--- src/rtl/cmp_pkg.sv ---
// Shared types and mode constants for the slice-serial magnitude comparator.
package cmp_pkg;

    typedef enum logic [1:0] {
        IDLE,
        SCAN,
        DONE
    } cmp_state_t;

    localparam logic CMP_UNSIGNED = 1'b0;
    localparam logic CMP_SIGNED   = 1'b1;

endpackage

--- src/rtl/cmp_slice.sv ---
// Combinational MSB-first magnitude compare of one W-bit slice.
module cmp_slice #(
    parameter int W = 2
) (
    input  logic [W-1:0] a_slice,
    input  logic [W-1:0] b_slice,
    output logic         slice_eq,
    output logic         slice_gt
);

    // The first differing bit from the top decides; later bits are ignored.
    always_comb begin
        slice_eq = 1'b1;
        slice_gt = 1'b0;
        for (int i = W - 1; i >= 0; i--) begin
            if (slice_eq && (a_slice[i] != b_slice[i])) begin
                slice_eq = 1'b0;
                slice_gt = a_slice[i];
            end
        end
    end

endmodule

--- src/rtl/iterative_comparator.sv ---
// Slice-serial signed/unsigned magnitude comparator with valid/ready on both sides.
module iterative_comparator
    import cmp_pkg::*;
#(
    parameter int BIT_COUNT   = 8,
    parameter int SLICE_WIDTH = 2,
    parameter int EARLY_EXIT  = 1
) (
    input  logic                 clk,
    input  logic                 rst_n,
    input  logic                 in_valid,
    output logic                 in_ready,
    input  logic [BIT_COUNT-1:0] a,
    input  logic [BIT_COUNT-1:0] b,
    input  logic                 signed_mode,
    output logic                 out_valid,
    input  logic                 out_ready,
    output logic [BIT_COUNT-1:0] xor_result,
    output logic                 equal,
    output logic                 a_larger,
    output logic                 a_smaller,
    output logic                 busy
);

    localparam int NUM_SLICES = BIT_COUNT / SLICE_WIDTH;
    localparam int IDX_W      = (NUM_SLICES > 1) ? $clog2(NUM_SLICES) : 1;

    cmp_state_t           state_q, state_d;
    logic [BIT_COUNT-1:0] a_q, a_d;
    logic [BIT_COUNT-1:0] b_q, b_d;
    logic                 mode_q, mode_d;
    logic [BIT_COUNT-1:0] xor_q, xor_d;
    logic                 eq_q, eq_d;
    logic                 gt_q, gt_d;
    logic [IDX_W-1:0]     idx_q, idx_d;

    logic [BIT_COUNT-1:0]   bias_a, bias_b;
    logic [BIT_COUNT-1:0]   sh_a, sh_b;
    logic [SLICE_WIDTH-1:0] sl_a, sl_b;
    logic                   slice_eq, slice_gt;

    // Flipping the sign bit maps two's-complement order onto unsigned order.
    always_comb begin
        bias_a = a_q;
        bias_b = b_q;
        if (mode_q == CMP_SIGNED) begin
            bias_a[BIT_COUNT-1] = ~a_q[BIT_COUNT-1];
            bias_b[BIT_COUNT-1] = ~b_q[BIT_COUNT-1];
        end
        sh_a = bias_a >> (int'(idx_q) * SLICE_WIDTH);
        sh_b = bias_b >> (int'(idx_q) * SLICE_WIDTH);
        sl_a = sh_a[SLICE_WIDTH-1:0];
        sl_b = sh_b[SLICE_WIDTH-1:0];
    end

    cmp_slice #(
        .W(SLICE_WIDTH)
    ) u_slice (
        .a_slice (sl_a),
        .b_slice (sl_b),
        .slice_eq(slice_eq),
        .slice_gt(slice_gt)
    );

    always_comb begin
        state_d = state_q;
        a_d     = a_q;
        b_d     = b_q;
        mode_d  = mode_q;
        xor_d   = xor_q;
        eq_d    = eq_q;
        gt_d    = gt_q;
        idx_d   = idx_q;
        case (state_q)
            IDLE: begin
                if (in_valid) begin
                    a_d     = a;
                    b_d     = b;
                    mode_d  = signed_mode;
                    xor_d   = a ^ b;
                    eq_d    = 1'b1;
                    gt_d    = 1'b0;
                    idx_d   = IDX_W'(NUM_SLICES - 1);
                    state_d = SCAN;
                end
            end
            SCAN: begin
                eq_d = eq_q & slice_eq;
                gt_d = gt_q | (eq_q & slice_gt);
                if ((idx_q == '0) || ((EARLY_EXIT != 0) && !slice_eq)) begin
                    state_d = DONE;
                end else begin
                    idx_d = idx_q - 1'b1;
                end
            end
            DONE: begin
                if (out_ready) begin
                    state_d = IDLE;
                end
            end
            default: state_d = IDLE;
        endcase
    end

    always_ff @(posedge clk or negedge rst_n) begin
        if (!rst_n) begin
            state_q <= IDLE;
            a_q     <= '0;
            b_q     <= '0;
            mode_q  <= CMP_UNSIGNED;
            xor_q   <= '0;
            eq_q    <= 1'b0;
            gt_q    <= 1'b0;
            idx_q   <= '0;
        end else begin
            state_q <= state_d;
            a_q     <= a_d;
            b_q     <= b_d;
            mode_q  <= mode_d;
            xor_q   <= xor_d;
            eq_q    <= eq_d;
            gt_q    <= gt_d;
            idx_q   <= idx_d;
        end
    end

    assign in_ready   = (state_q == IDLE);
    assign busy       = (state_q != IDLE);
    assign out_valid  = (state_q == DONE);
    assign xor_result = xor_q;
    assign equal      = out_valid & eq_q;
    assign a_larger   = out_valid & gt_q;
    assign a_smaller  = out_valid & ~eq_q & ~gt_q;

endmodule
--- config.mk ---
export PLATFORM = sky130hd
export DESIGN_NAME = iterative_comparator
export DESIGN_NICKNAME = d
export VERILOG_FILES = /design/src/rtl/cmp_pkg.sv /design/src/rtl/cmp_slice.sv /design/src/rtl/iterative_comparator.sv
export SDC_FILE = /design/constraint.sdc
export NUM_CORES = 1
export LEC_CHECK = 0
export ABC_CLOCK_PERIOD_IN_PS = 3700
export CORE_ASPECT_RATIO = 0.5
export CORE_UTILIZATION = 55
export CTS_BUF_LIST = sky130_fd_sc_hd__clkbuf_4
export DETAILED_ROUTE_END_ITERATION = 7
export PLACE_DENSITY_LB_ADDON = 0.25
export SYNTH_ARGS = -nofsm -noshare
export SYNTH_HDL_FRONTEND = slang
export SYNTH_SLANG_ARGS = --single-unit
--- constraint.sdc ---
create_clock -name clk -period 3.7 [get_ports clk]
set_clock_uncertainty 0.15 [all_clocks]
set_input_delay 0.74 -clock clk [delete_from_list [all_inputs] [get_ports clk]]
set_output_delay 0.74 -clock clk [all_outputs]
set_load 0.1 [all_outputs]
==> results of run 1 <==
cells in the final DEF, fill, tap and decap left out:
cell type        count
dfrtp_1             31
clkdlybuf4s50_1     29
mux2_2              17
o21ai_0             13
nand2_1             10
xnor2_1              8
xor2_1               6
inv_1                6
buf_4                6
clkbuf_4             5
mux4_1               4
and2_1               3
nor2_1               3
nand2b_1             2
mux2i_1              2
ha_1                 2
nor3_1               1
inv_2                1
or2b_2               1
mux4_2               1
or3_4                1
a21o_1               1
a21oi_1              1
a32o_1               1
clkinv_2             1
clkinv_1             1
final cells by class:
cell class,instances,area share
inverters,7,0.01378
clock buffers,5,0.01969
well taps,35,0.02297
clock inverters,2,0.004593
multi-input cells,77,0.3563
repair buffers,35,0.1759
flip-flops and latches,31,0.4068
logic make-up after synthesis:
group                      share of synthesized area
AOI/OAI and AO/OA                            0.05833
adders and majority gates                    0.01666
DFF                                           0.5167
xor gates and xnor gates                     0.08167
muxes                                         0.2258
and+or+nand+nor                              0.07000
buffers and inverters                        0.03082
layer usage:
layer	wire length (um)	vias to the layer above
li1	-	488
met1	1248	453
met2	1163	20
met3	141	7
met4	40	0
met5	0	-
state kept, by name, summed over array words and instances, names as in the netlist:
name,count
a_q,8
b_q,8
eq_q,1
gt_q,1
idx_q,2
mode_q,1
state_q,2
xor_result,8
through the flow:
stage / worst slack [ps] / hold WS (ps) / cells / instance area [um2]
floorplan: 149.4 / 294.4 / 120 / 1501
global placement: 1116 / 310.9 / 185 / 1861
detailed placement: 1113 / 319.8 / 185 / 1861
CTS: 824.7 / 341.2 / 192 / 1907
global route: 730.7 / 367.3 / 192 / 1907
finish: 842.9 / 336.6 / 192 / 1907
worst max-delay path, cell delays in order (launching register included):
cell and delay, ps:
dfrtp_1 400, nor2_1 220, inv_1 60, clkdlybuf4s50_1 960
final timing paths:
kind,end,cells after the start
max reg2reg,idx_q[0]$_DFFE_PN0P_,5
max in group asynchronous,a_q[6]$_DFFE_PN0P_,2
max,busy,3
min,xor_result[6]$_DFFE_PN0P_,2
min reg2reg,xor_result[6]$_DFFE_PN0P_,2
min in group asynchronous,a_q[3]$_DFFE_PN0P_,2
==> metrics.cfg, run 1 <==
[status]
status=complete, no violations

[flow_run]
maxCapViolCount=0

[grt]
grt_pass1_wl_um=4215
first_global_vias=923
busiest_layer=met2
grt_use_met3=0.09375
grt_overflow=0
grt_antenna_before_repair=0
grtUsageTotal=0.2202
grt_max_degree=32
gr-usage-met1=0.2746
grt_use_met2=0.3451

[sta]
slew_headroom=0.3519
timing.final.max_slew_violations=0
setup_viol=0
max_freq_ghz=0.3500
worst_pin_slew_ps=969.8
rsz0062_at_grt=no
period_share=0.7722
fin_setup_tns_ps=0
hold_viol=0
min_period_ps=2857

[routing]
wire_per_inst_um=13.51
viasPerCell=5.042
drc=0
drtIter0Drc=47
dr.pass1.iters=4
finalWirelength_um=2593
vias=968
ant_nets=0

[worst_setup_path]
cp-end-kind=primary output
cp-start-kind=flip-flop
critPathKind=reg2out
r2r_slack_ps=1430
path_max_fanout=4
critPathRequiredTime_ps=2810
timing.rr.start=idx_q[0]$_DFFE_PN0P_
critPathArrivalTime_ps=1970
startpoint=state_q[1]$_DFFE_PN0P_

[floorplanning]
core_area_um2=2387
die-area_um2=2956
core.rowCount=12
fp.dieW_um=75.89
die-height_um=38.95
ios=35
initial_core_util=0.6289

[synthesis]
syn_nets=143
synth_area_um2=1501
synth.avg_cell_area_um2=12.51
yosysTopAreaCell=dfrtp_1
ys_seq_area_frac=0.5167
yosysMostFrequentCell=dfrtp_1
synth_top_area_share=0.5167
synth_cells=120
synthArstFlopShare=1.000
netlist-cell-type-count=23
synthTopCellsByCount=dfrtp_1 (31), mux2_2 (17), o21ai_0 (13)
synthTopCellsByArea=dfrtp_1 (52%), mux2_2 (13%), mux4_1 (7.0%), xnor2_1 (4.7%), o21ai_0 (4.3%)
synth-edff-count=0
ys.flop_type=dfrtp_1
synth_warnings=0
synth_seq_cells=31

[cells_and_area]
final_core_util=0.7987
drive_gt1_frac=0.2102
multiInputGateArea_um2=679.4
final_nets=180
area_delta_synth_final_pct=27.00
fillers=145
insertedDiodeCount=0
seqCellArea_um2=775.7

[clock_network]
clk_path_buf_depth=2
cts_resized=0
cts_made_buffers=5
cts_tree=done
clk_pin_slew_worst_paths_ps=90
root_buffer=clkbuf_4
hold_buffers=0
post_cts_buffers=0
clock_latency_ps=330
htree_levels=2
cts.sinks=31

[min_path]
hp-start=xor_result[6]$_DFFE_PN0P_
hold_class=reg2reg

[placed_design]
gp_congestion=0.8303
hpwl_um=1942
io_buffers=34

Power of run 1 is not shown: default switching activity piles up to over one toggle a cycle in this logic, so the estimate is an artifact.
==> inputs of run 2 (changes only) <==
--- a/config.mk
+++ b/config.mk
@@ -5,9 +5,9 @@
 export SDC_FILE = /design/constraint.sdc
 export NUM_CORES = 1
 export LEC_CHECK = 0
-export ABC_CLOCK_PERIOD_IN_PS = 3700
+export ABC_CLOCK_PERIOD_IN_PS = 2400
 export CORE_ASPECT_RATIO = 0.5
-export CORE_UTILIZATION = 55
+export CORE_UTILIZATION = 46
 export CTS_BUF_LIST = sky130_fd_sc_hd__clkbuf_4
 export DETAILED_ROUTE_END_ITERATION = 7
 export PLACE_DENSITY_LB_ADDON = 0.25
==> constraint.sdc (replaced) <==
create_clock -name clk -period 2.4 [get_ports clk]
set_clock_uncertainty 0.15 [all_clocks]
set_input_delay 0.48 -clock clk [delete_from_list [all_inputs] [get_ports clk]]
set_output_delay 0.48 -clock clk [all_outputs]
set_load 0.1 [all_outputs]
==> metrics.cfg, run 2 (same netlist as run 1, synthesis figures left out) <==
[routing]
finalWirelength_um=2796
top_layer_used=met4
wl_met1_um=1351
viasPerCell=4.940
drc=0
ant_nets=0
met2_wirelength_um=1280
dr.pass1.iters=4
vias=988
wire_per_inst_um=13.98
met3_length_um=125
drtIter0Drc=39

[min_path]
hp-start=xor_result[7]$_DFFE_PN0P_
hold_class=reg2reg
min_to=xor_result[7]$_DFFE_PN0P_
hold_depth=2

[cells_and_area]
area_delta_synth_final_pct=31.58
layout_common_cells=dfrtp_1 (31), clkdlybuf4s50_1 (20), mux2_2 (17)
final_area_um2=1976
fillers=252
drive_gt1_frac=0.3063
final_common_cell=dfrtp_1
insertedDiodeCount=0
final_nets=183
final_core_util=0.6482

[clock_network]
cts_tree=done
cts_resized=0
clk_pin_slew_worst_paths_ps=90
post_cts_buffers=0
clk_path_buf_depth=2
hold_buffers=0
clock_latency_ps=340
cts_made_buffers=5
htree_levels=2
cts.sinks=31
root_buffer=clkbuf_4

[worst_setup_path]
critPathSlowestCell=mux4_1
r2r_slack_ps=140
critPathTopFamily=multiplexers
crit_chain=xor2_1 > mux4_1 > ha_1 > nand2b_1 > or3_4 > mux2i_1
critPathKind=reg2reg
rr_worst_depth=6
rr_endpoint=idx_q[0]$_DFFE_PN0P_
critPathRequiredTime_ps=2470
critPathArrivalTime_ps=2330
critPathBufInv=0
cp-start-kind=flip-flop
critPathMaxStageDelay_ps=480
timing.rr.start=mode_q$_DFFE_PN0P_
path_max_fanout=3
cp-end-kind=flip-flop

[floorplanning]
die-height_um=42.40
die-area_um2=3511
fp.dieW_um=82.80
initial_core_util=0.4926
core.rowCount=14
core_area_um2=3048
ios=35

[placed_design]
placed_area_um2=1929
hpwl_um=2112
io_buffers=34
gp_congestion=0.7576

[status]
status=complete, no violations

[grt]
grt_pass1_wl_um=4719
grt_overflow=0
first_global_vias=993
grtUsageTotal=0.1925
grt_max_degree=32
grt_antenna_before_repair=0

[sta]
fin_setup_tns_ps=0
min_period_ps=2256
slew_headroom=0.7378
max_freq_ghz=0.4432
timing.final.max_slew_violations=0
rsz0062_at_grt=no
setup_viol=0
hold_viol=0
worst_pin_slew_ps=393.3
period_share=0.9400

[flow_run]
maxCapViolCount=0

-- run 2: layout make-up --
cell class	instances	area (um2)	share of cell area
clock buffers	5	37.54	0.01900
clock inverters	2	8.758	0.004433
inverters	7	30.03	0.01520
multi-input cells	77	688.2	0.3483
flip-flops and latches	31	775.7	0.3927
well taps	40	50.05	0.02533
repair buffers	38	385.4	0.1951
-- run 2: per-stage QoR --
step | std cells | setup slack, ps | hold slack, ps
after floorplan | 120 | -198.4 | 34.41
after CTS | 200 | 153.8 | 342.2
final | 200 | 143.9 | 333.8
after detailed placement | 193 | 168.1 | 321.4
after global routing | 200 | 56.93 | 381.2
after global placement | 193 | 231.5 | 311.8
-- run 2: worst max-delay path by stage --
| stage | start | endpoint | cells past startpoint |
|---|---|---|---|
| 6_report | mode_q$_DFFE_PN0P_ | idx_q[0]$_DFFE_PN0P_ | 6 |
| 5_1_grt | mode_q$_DFFE_PN0P_ | gt_q$_DFFE_PN0P_ | 7 |
| 4_1_cts | mode_q$_DFFE_PN0P_ | idx_q[0]$_DFFE_PN0P_ | 6 |
| 3_5_place_dp | mode_q$_DFFE_PN0P_ | idx_q[0]$_DFFE_PN0P_ | 6 |
| 3_3_place_gp | mode_q$_DFFE_PN0P_ | idx_q[1]$_DFFE_PN0P_ | 6 |
| 2_1_floorplan | state_q[1]$_DFFE_PN0P_ | busy | 2 |
-- run 2: worst min-delay path, cell delays in order (launching register included) --
cell and delay, ps:
dfrtp_1 350, nand2_1 40, o21ai_0 60
-- run 2: routing by layer --
metal  track usage  vias up
met2        0.2967       19
li1              -      495
met5             0        -
met1        0.2468      470
met3       0.06522        4
met4       0.08276        0
Power of run 2 is left out for the same reason.
